===== config.mk =====
export PLATFORM = sky130hd
export DESIGN_NAME = sisc_fetch
export DESIGN_NICKNAME = d
export VERILOG_FILES = /design/src/rtl/sisc_pkg.sv /design/src/rtl/sisc_pc_next.sv /design/src/rtl/sisc_fetch.sv
export SDC_FILE = /design/constraint.sdc
export NUM_CORES = 1
export LEC_CHECK = 0
export ABC_AREA = 1
export CORE_UTILIZATION = 40
export DETAILED_ROUTE_END_ITERATION = 10
export PLACE_DENSITY_LB_ADDON = 0.1
export SETUP_SLACK_MARGIN = 0.02
export SKIP_CTS_REPAIR_TIMING = 1
export SYNTH_ARGS = -nofsm -noshare
export SYNTH_HDL_FRONTEND = slang
export SYNTH_SLANG_ARGS = --single-unit

===== constraint.sdc =====
create_clock -name clk -period 2.5 [get_ports clk]
set_input_delay 0.5 -clock clk [delete_from_list [all_inputs] [get_ports clk]]
set_output_delay 0.5 -clock clk [all_outputs]
set_load 0.02 [all_outputs]

===== src/rtl/sisc_pkg.sv =====
// Shared SISC definitions: opcode values, instruction field positions and
// the fetch-stage state encoding.
package sisc_pkg;

   localparam logic [3:0] OP_NOOP   = 4'h0;
   localparam logic [3:0] OP_LOD    = 4'h1;
   localparam logic [3:0] OP_STR    = 4'h2;
   localparam logic [3:0] OP_SWP    = 4'h3;
   localparam logic [3:0] OP_BRA    = 4'h4;
   localparam logic [3:0] OP_BRR    = 4'h5;
   localparam logic [3:0] OP_BNE    = 4'h6;
   localparam logic [3:0] OP_BNR    = 4'h7;
   localparam logic [3:0] OP_ALU_OP = 4'h8;
   localparam logic [3:0] OP_HLT    = 4'hF;

   localparam int OPC_HI = 31;
   localparam int OPC_LO = 28;
   localparam int MM_HI  = 27;
   localparam int MM_LO  = 24;
   localparam int RD_HI  = 23;
   localparam int RD_LO  = 20;
   localparam int RS_HI  = 19;
   localparam int RS_LO  = 16;
   localparam int RT_HI  = 15;
   localparam int RT_LO  = 12;
   localparam int IMM_HI = 15;
   localparam int IMM_LO = 0;

   typedef enum logic [1:0] {
      IDLE = 2'd0,
      WAIT = 2'd1,
      HALT = 2'd2
   } fetch_state_e;

endpackage


===== src/rtl/sisc_pc_next.sv =====
// Next-PC selection: increment, absolute branch target, or PC-relative
// target with a sign-extended 16-bit offset; all results wrap mod 2^ADDR_W.
module sisc_pc_next #(
   parameter int ADDR_W = 16
) (
   input  logic [ADDR_W-1:0] pc_i,
   input  logic [15:0]       br_imm_i,
   input  logic              br_sel_i,
   input  logic              branch_i,
   output logic [ADDR_W-1:0] pc_next_o
);

   logic [ADDR_W-1:0] imm_sx;
   logic [ADDR_W-1:0] imm_zx;

   assign imm_sx = ADDR_W'($signed(br_imm_i));
   assign imm_zx = ADDR_W'(br_imm_i);

   always_comb begin
      pc_next_o = pc_i + ADDR_W'(1);
      if (branch_i) begin
         pc_next_o = br_sel_i ? imm_zx : (pc_i + imm_sx);
      end
   end

endmodule


===== src/rtl/sisc_fetch.sv =====
// SISC instruction fetch: owns PC and IR, runs the req/ack instruction read
// and applies controller branch redirects. Optional macro SISC_FETCH_TIMEOUT_EN
// adds an ack timeout that retires the fetch as a NOOP and sets fetch_err.
//
//   state | meaning
//   IDLE  | no read outstanding; fetch_start launches one, branches apply now
//   WAIT  | im_req high, im_addr held; branches are parked as pending
//   HALT  | HLT fetched; everything but rst ignored
module sisc_fetch
   import sisc_pkg::*;
#(
   parameter int                ADDR_W  = 16,
   parameter int                INSTR_W = 32,
   parameter logic [ADDR_W-1:0] RST_PC  = '0,
   parameter int                TIMEOUT = 255
) (
   input  logic               clk,
   input  logic               rst,
   input  logic               fetch_start,
   input  logic               pc_write,
   input  logic               pc_sel,
   input  logic               br_sel,
   input  logic [15:0]        br_imm,
   output logic               im_req,
   output logic [ADDR_W-1:0]  im_addr,
   input  logic               im_ack,
   input  logic [INSTR_W-1:0] im_rdata,
   output logic [INSTR_W-1:0] ir,
   output logic [3:0]         opcode,
   output logic [3:0]         mm,
   output logic [3:0]         rd,
   output logic [3:0]         rs,
   output logic [3:0]         rt,
   output logic [15:0]        imm,
   output logic [ADDR_W-1:0]  pc,
   output logic               ir_valid,
   output logic               fetch_busy,
   output logic               halted,
   output logic               fetch_err
);

   fetch_state_e      state_q, state_d;
   logic [ADDR_W-1:0] pc_q, im_addr_q, pend_tgt_q;
   logic [ADDR_W-1:0] pc_nxt, retire_pc;
   logic [INSTR_W-1:0] ir_q;
   logic              ir_valid_q, pend_q;
   logic              br_now, rdata_hlt, tmo;

   assign br_now    = pc_write & pc_sel;
   assign rdata_hlt = (im_rdata[OPC_HI:OPC_LO] == OP_HLT);

   // Relative targets use the PC as it stands when the strobe arrives.
   sisc_pc_next #(.ADDR_W(ADDR_W)) u_pc_next (
      .pc_i      (pc_q),
      .br_imm_i  (br_imm),
      .br_sel_i  (br_sel),
      .branch_i  (br_now),
      .pc_next_o (pc_nxt)
   );

   // A strobe in the retire cycle is the latest branch, so it beats the pending one.
   assign retire_pc = (br_now || !pend_q) ? pc_nxt : pend_tgt_q;

`ifdef SISC_FETCH_TIMEOUT_EN
   logic [7:0] wcnt_q;
   logic       fetch_err_q;

   assign tmo = (state_q == WAIT) && !im_ack && (wcnt_q == 8'd0);

   always_ff @(posedge clk) begin
      if (rst) begin
         wcnt_q      <= '0;
         fetch_err_q <= 1'b0;
      end else begin
         if ((state_q == IDLE) && fetch_start) begin
            wcnt_q <= 8'(TIMEOUT - 1);
         end else if ((state_q == WAIT) && (wcnt_q != 8'd0)) begin
            wcnt_q <= wcnt_q - 8'd1;
         end
         if (tmo) begin
            fetch_err_q <= 1'b1;
         end
      end
   end

   assign fetch_err = fetch_err_q;
`else
   logic unused_timeout;
   assign unused_timeout = ^8'(TIMEOUT);
   assign tmo            = 1'b0;
   assign fetch_err      = 1'b0;
`endif

   always_ff @(posedge clk) begin
      if (rst) begin
         state_q <= IDLE;
      end else begin
         state_q <= state_d;
      end
   end

   always_comb begin
      state_d = state_q;
      case (state_q)
         IDLE: if (fetch_start) state_d = WAIT;
         WAIT: begin
            if (im_ack) begin
               state_d = rdata_hlt ? HALT : IDLE;
            end else if (tmo) begin
               state_d = IDLE;
            end
         end
         HALT:    state_d = HALT;
         default: state_d = IDLE;
      endcase
   end

   always_comb begin
      im_req     = (state_q == WAIT);
      fetch_busy = (state_q == WAIT);
      halted     = (state_q == HALT);
   end

   always_ff @(posedge clk) begin
      if (rst) begin
         pc_q       <= RST_PC;
         im_addr_q  <= RST_PC;
         ir_q       <= '0;
         ir_valid_q <= 1'b0;
         pend_q     <= 1'b0;
         pend_tgt_q <= RST_PC;
      end else begin
         case (state_q)
            IDLE: begin
               if (br_now) begin
                  pc_q <= pc_nxt;
               end
               if (fetch_start) begin
                  im_addr_q  <= br_now ? pc_nxt : pc_q;
                  ir_valid_q <= 1'b0;
               end
            end
            WAIT: begin
               if (im_ack) begin
                  ir_q       <= im_rdata;
                  ir_valid_q <= 1'b1;
                  pc_q       <= retire_pc;
                  pend_q     <= 1'b0;
               end else if (tmo) begin
                  ir_q       <= '0;
                  ir_valid_q <= 1'b1;
                  pc_q       <= retire_pc;
                  pend_q     <= 1'b0;
               end else if (br_now) begin
                  pend_q     <= 1'b1;
                  pend_tgt_q <= pc_nxt;
               end
            end
            default: ;
         endcase
      end
   end

   assign pc       = pc_q;
   assign im_addr  = im_addr_q;
   assign ir       = ir_q;
   assign ir_valid = ir_valid_q;
   assign opcode   = ir_q[OPC_HI:OPC_LO];
   assign mm       = ir_q[MM_HI:MM_LO];
   assign rd       = ir_q[RD_HI:RD_LO];
   assign rs       = ir_q[RS_HI:RS_LO];
   assign rt       = ir_q[RT_HI:RT_LO];
   assign imm      = ir_q[IMM_HI:IMM_LO];

endmodule


**Word level (Yosys, flattened, before mapping)**

Cells that the tools add are included.

- Bits in registers: 84
- Input port bits: 55
- Logic and storage cells: 43

- $add $sub $neg: 2
- Equal/unequal tests: 5
- Muxes and demuxes: 15
- Bitwise gates (word level): 2
- Reductions and logical operators: 12

Operator list:

| cell | number |
|---|---|
| 16-bit two-way mux | 5 |
| 16-bit case mux with 2 select lines | 1 |
| 16-bit by 1-bit adder with 16-bit output (second input constant) | 1 |
| 16-bit adder | 1 |
| 2-bit AND reduction | 5 |
| 2-bit two-way mux | 3 |
| 2-bit case mux with 3 select lines | 1 |
| 3-bit AND reduction | 2 |
| 4-bit equality test (second input constant) | 1 |
| 1-bit two-way mux | 4 |
| 2-bit inequality test (second input constant) | 2 |
| 2-bit nonzero test | 2 |
| 2-bit by 1-bit equality test with 1-bit output (second input constant) | 1 |
| 2-bit equality test (second input constant) | 1 |
| 2-bit zero test | 1 |
| 1-bit case mux with 2 select lines | 1 |
| 1-bit AND | 1 |
| 1-bit zero test | 1 |
| 1-bit logical OR | 1 |
| 1-bit NOT | 1 |

**Logic depth before layout (Yosys ltp)**

Gate-level depths: netlist of run 1.

- Word-level depth: 6
- Mapped depth: 14
- Depth with buffers taken out: 14

**Modules after synthesis**

A second synthesis of run 1 with hierarchy kept.

- Cells, all modules: 881
- Area, all modules: 5659.2 um^2

By module, submodules not included:

| module | instances | cells an instance | area an instance (um^2) | seq. area each (um^2) |
|---|---|---|---|---|
| sisc_fetch | 1 | 567 | 4103.9 | 1681.6 |
| sisc_pc_next | 1 | 314 | 1555.2 | 0.0 |

**Worst setup path before layout of run 1**

Ideal clock, no wire load.

- Kind: in2reg
- Start point: input br_imm[0]
- End point: register pc_q[8], in the netlist pc[8]
- Setup time: 0.122 ns
- Arrival: 1.998 ns
- Slack: 0.380 ns
- Stages: 13
- Cell sequence: ha_1 > fa_1 > nand2_1 > nand2_1 > and2_1 > nand2_1 > nand2_1 > xnor2_1 > nand2_1 > nand2_1 > nand2_1 > o21ai_0 > a21oi_1

- Longest elaborated chain between the ends: 6
- Elaborated cells on any way between the ends: 7
- Classes of those cells: 1 x add/sub; 6 x mux

Ends and longest elaborated chain:

| what | line | RTL |
|---|---|---|
| from (decl) | sisc_fetch.sv:23 | `input logic [15:0] br_imm,` |
| 16-bit adder * | sisc_pc_next.sv:22 | `pc_next_o = br_sel_i ? imm_zx : (pc_i + imm_sx);` |
| 16-bit two-way mux * | sisc_pc_next.sv:22 |  |
| 16-bit two-way mux * | sisc_pc_next.sv:21 | `if (branch_i) begin` |
| 16-bit two-way mux | sisc_fetch.sv:62 | `assign retire_pc = (br_now \|\| !pend_q) ? pc_nxt : pend_tgt_q;` |
| 16-bit two-way mux | sisc_fetch.sv:144 | `if (im_ack) begin` |
| 16-bit case mux with 2 select lines * | sisc_fetch.sv:133 | `case (state_q)` |
| to (signal assigned) | sisc_fetch.sv:136 | `pc_q <= pc_nxt;` |
| to (signal assigned) | sisc_fetch.sv:147 | `pc_q <= retire_pc;` |
| to (signal assigned) | sisc_fetch.sv:152 | `pc_q <= retire_pc;` |
| to (decl) | sisc_fetch.sv:43 | `logic [ADDR_W-1:0] pc_q, im_addr_q, pend_tgt_q;` |

Every way passes the cells marked *; elsewhere a longest branch is shown, timed or not. The select of a mux whose other input is x is not followed.
A chain may end at the register's enable or synchronous reset.

**Worst setup path in the final report of run 1**

- Start point: input br_imm[2]
- End point: register pc_q[13], in the netlist pc[13]

Same word-level chain as after synthesis.

==> results.md, run 1 <==
- Status: complete, no violations
- WL per Instance: between 10 and 15 um
- Data arrival, critical path: about 2.6 ns
- Synthesized cell area: roughly 5300 um2
- Filler cells: roughly 1.3k
- # DRC: 0
- Startpoint Class: primary input
- Tcrit/Tclk final: a little over nine tenths
- Area of the multi-input gates: 2740 um2
- Ys Warns: 0
- Starting density of the core: 41.5%
- Largest net degree at the start of global routing: between 40 and 50
- Seq/Total Area, Yosys: between 30% and 40%
- Post-route antenna net violation count: 0
- Die Width: around 120 um
- Final nets: a little over 1k
- Clock Tree Root: clkbuf_16
- Total Routing Usage GR: ~24%
- Ports: 160
- CP Cell Sequence: clkdlybuf4s50_1 > ha_1 > or2_2 > nand3b_1 > nand2_1 > nand2_1 > nand2_1 > nand2_1 > nand3_1 > nand2_1 > nand2_1 > o21ai_0 > a21oi_1
- Post-Place Worst Slack: -0.266 ns
- Total chip power: 4.12 mW
- Hold WC Path Type: flip-flop to flip-flop
- Cell Rows: between 40 and 50
- CP required: 2.72 ns
- Detailed Routing Iterations Pass 1: 5
- RSZ-0062 raised after global routing: no
- Post-synthesis average cell area: between 6 and 7 um2
- CTS Buf Count: 9
- Antenna cells: 0
- Hold Vio Cnt, Final: 0
- Starting DRT DRC Count: ~350
- Gate Count Post-Synth: 825
- Yosys top cell area share: approximately a third
- DR vias/cell: roughly 5.0
- Slew Limit Fails: 0
- Share of layout cells above drive strength 1: around 8.6%
- Syn Nets: ~900
- Pwr Density: around 560 nW/um2
- Synth top area cells: dfxtp_1 (32%), nand2_1 (15%), inv_1 (8.0%)
- Synth Flop Type: dfxtp_1
- Die area: roughly 14,000 um2
- Hpwl dp: roughly 12,000 um
- Clock sinks: 84
- First-pass GRT wire length: 25,600 um
- Area Overhead vs Synth: 38.3%
- Flops & latches, synth: 84
- Worst setup EP type: flip-flop
- Min Tclk post-route: between 2 and 2.5 ns
- Die Y-Extent: between 100 and 150 um
- Top cell by count, worst path: nand2_1
- Max FO, Critical Path: 3
- GP Congestion: about 0.89
- Clock-pin slew on the worst setup and hold paths: roughly 0.060 ns
- Clk_skew: ~0.0065 ns
- Reg area: between 1500 and 2000 um2
- Initial antenna violation count: 0
- VDD IR-drop max: approximately 0.00035 V
- Top post-synthesis cells by count: nand2_1 (214), inv_1 (113), dfxtp_1 (84), a21oi_1 (82), o21ai_0 (66)
- Final number of setup-violating endpoints: 0
- Vias post-DR: around 5.6k
- Critical path's largest stage delay: ~0.43 ns
- Cell accounting for the most synthesized area: dfxtp_1
- CTS tree: done
- Core ar.: between 10,000 and 15,000 um2
- Final worst setup slack: between 0.1 and 0.15 ns
- Clk_lat worst skew: about 0.33 ns
- Async set or reset register ratio after synthesis: 0%
- Top-count cell post-synth: nand2_1
- Synth unique cells: 39
- Port bufs: 158
- Total gr overflow: 0
- FMAX: approximately 430 MHz
- Vias in the first global route: ~5.3k
- MaxCap Viol Count: 0
- CP Class: primary input to flip-flop
- CP max stage cell: clkdlybuf4s50_1
- H-tree Lvls: 3
- Leak Pwr: 3.35 nW
- Post-synth EDFFs: 0
- Detailed Route WL: between 15,000 and 20,000 um
- Max clock buf depth: 2
-- layout by cell type (no fill, tap or decap), drive strengths merged, types with 13 or more instances in the layout --
master and count:
nand2 216, clkdlybuf4s50 157, inv 114, dfxtp 84, a21oi 82, o21ai 72
nor2 61, nand3 50, buf 42, ha 16, o211ai 14, clkbuf 13
-- worst max-delay path: cells and delay by family --
kind,cells,cell delay (ns)
AND/OR/NAND/NOR,9,1.10
buffers and inverters,1,0.43
adder cells (fa/ha/maj),1,0.32
AO/OA/AOI/OAI,2,0.22
-- metal layers --
| metal | GRT usage (%) | part of all wire, % |
|---|---|---|
| met4 | 7.76 | 2.1 |
| met3 | 4.58 | 5.3 |
| met2 | 42.9 | 50 |
| met5 | 0 | 0 |
| met1 | 29.3 | 43 |
-- kinds of logic (layout without fill, tap and decap cells) --
family / after synthesis / in the layout / synth area share [%]
AO/OA/AOI/OAI: 175 / 175 / 18.0
XOR/XNOR: 12 / 12 / 1.99
adder cells (fa/ha/maj): 17 / 17 / 4.17
buffers and inverters: 189 / 330 / 16.5
flip-flops: 84 / 84 / 31.9
other: 1 / 1 / 0.0711
AND/OR/NAND/NOR: 347 / 347 / 27.4
-- worst paths after layout --
check,start,end,slack [ns],cells after the start
max,br_imm[2],pc[13]$_SDFFE_PP0P_,0.15,13
min,ir[27]$_SDFFE_PP0P_,ir[27]$_SDFFE_PP0P_,0.48,2
max reg2reg,pc[2]$_SDFFE_PP0P_,pc[13]$_SDFFE_PP0P_,0.29,12
min reg2reg,ir[27]$_SDFFE_PP0P_,ir[27]$_SDFFE_PP0P_,0.48,2
-- state kept, by name, summed over array words and instances, names as in the netlist --
name	count
ir	32
im_addr	16
pc	16
pend_tgt_q	16
state_q	2
ir_valid	1
pend_q	1
-- stage by stage --
step / std cells / hold WS, ns / utilization (%) / TNS (ns) / area, um2
floorplan: 825 / 0.456 / - / 0 / 5280
global placement: 1122 / 0.451 / 54.7 / -3.78 / 6960
detailed placement: 1122 / 0.472 / 54.7 / -5.48 / 6960
CTS: 1138 / 0.487 / 57.2 / 0 / 7270
global route: 1138 / 0.505 / 57.3 / 0 / 7300
finish: 1138 / 0.484 / 57.3 / 0 / 7300
-- report_power, final --
group / leakage, nW / internal, mW / switching [mW] / total [mW]
clock: 0.156 / 0.856 / 0.518 / 1.37
sequential: 0.686 / 1.42 / 0.0751 / 1.50
combinational: 2.51 / 0.556 / 0.693 / 1.25
total: 3.35 / 2.83 / 1.29 / 4.12
-- cell type report --
class	count	share of cell area, %
Clock inverter	3	0.600
Sequential cell	84	23.0
Timing Repair Buffer	199	26.2
Inverter	115	5.92
Clock buffer	13	3.70
Tap cell	172	2.95
Multi-Input combinational cell	552	37.6
Power figures use the tool's default switching activity.
==> inputs of run 2 (changes only) <==
--- a/config.mk
+++ b/config.mk
@@ -6,6 +6,7 @@
 export NUM_CORES = 1
 export LEC_CHECK = 0
 export ABC_AREA = 1
+export ABC_CLOCK_PERIOD_IN_PS = 2500
 export CORE_UTILIZATION = 40
 export DETAILED_ROUTE_END_ITERATION = 10
 export PLACE_DENSITY_LB_ADDON = 0.1
==> results of run 2 <==
The final DEF is identical to that of run 1; final timing and power are the same.
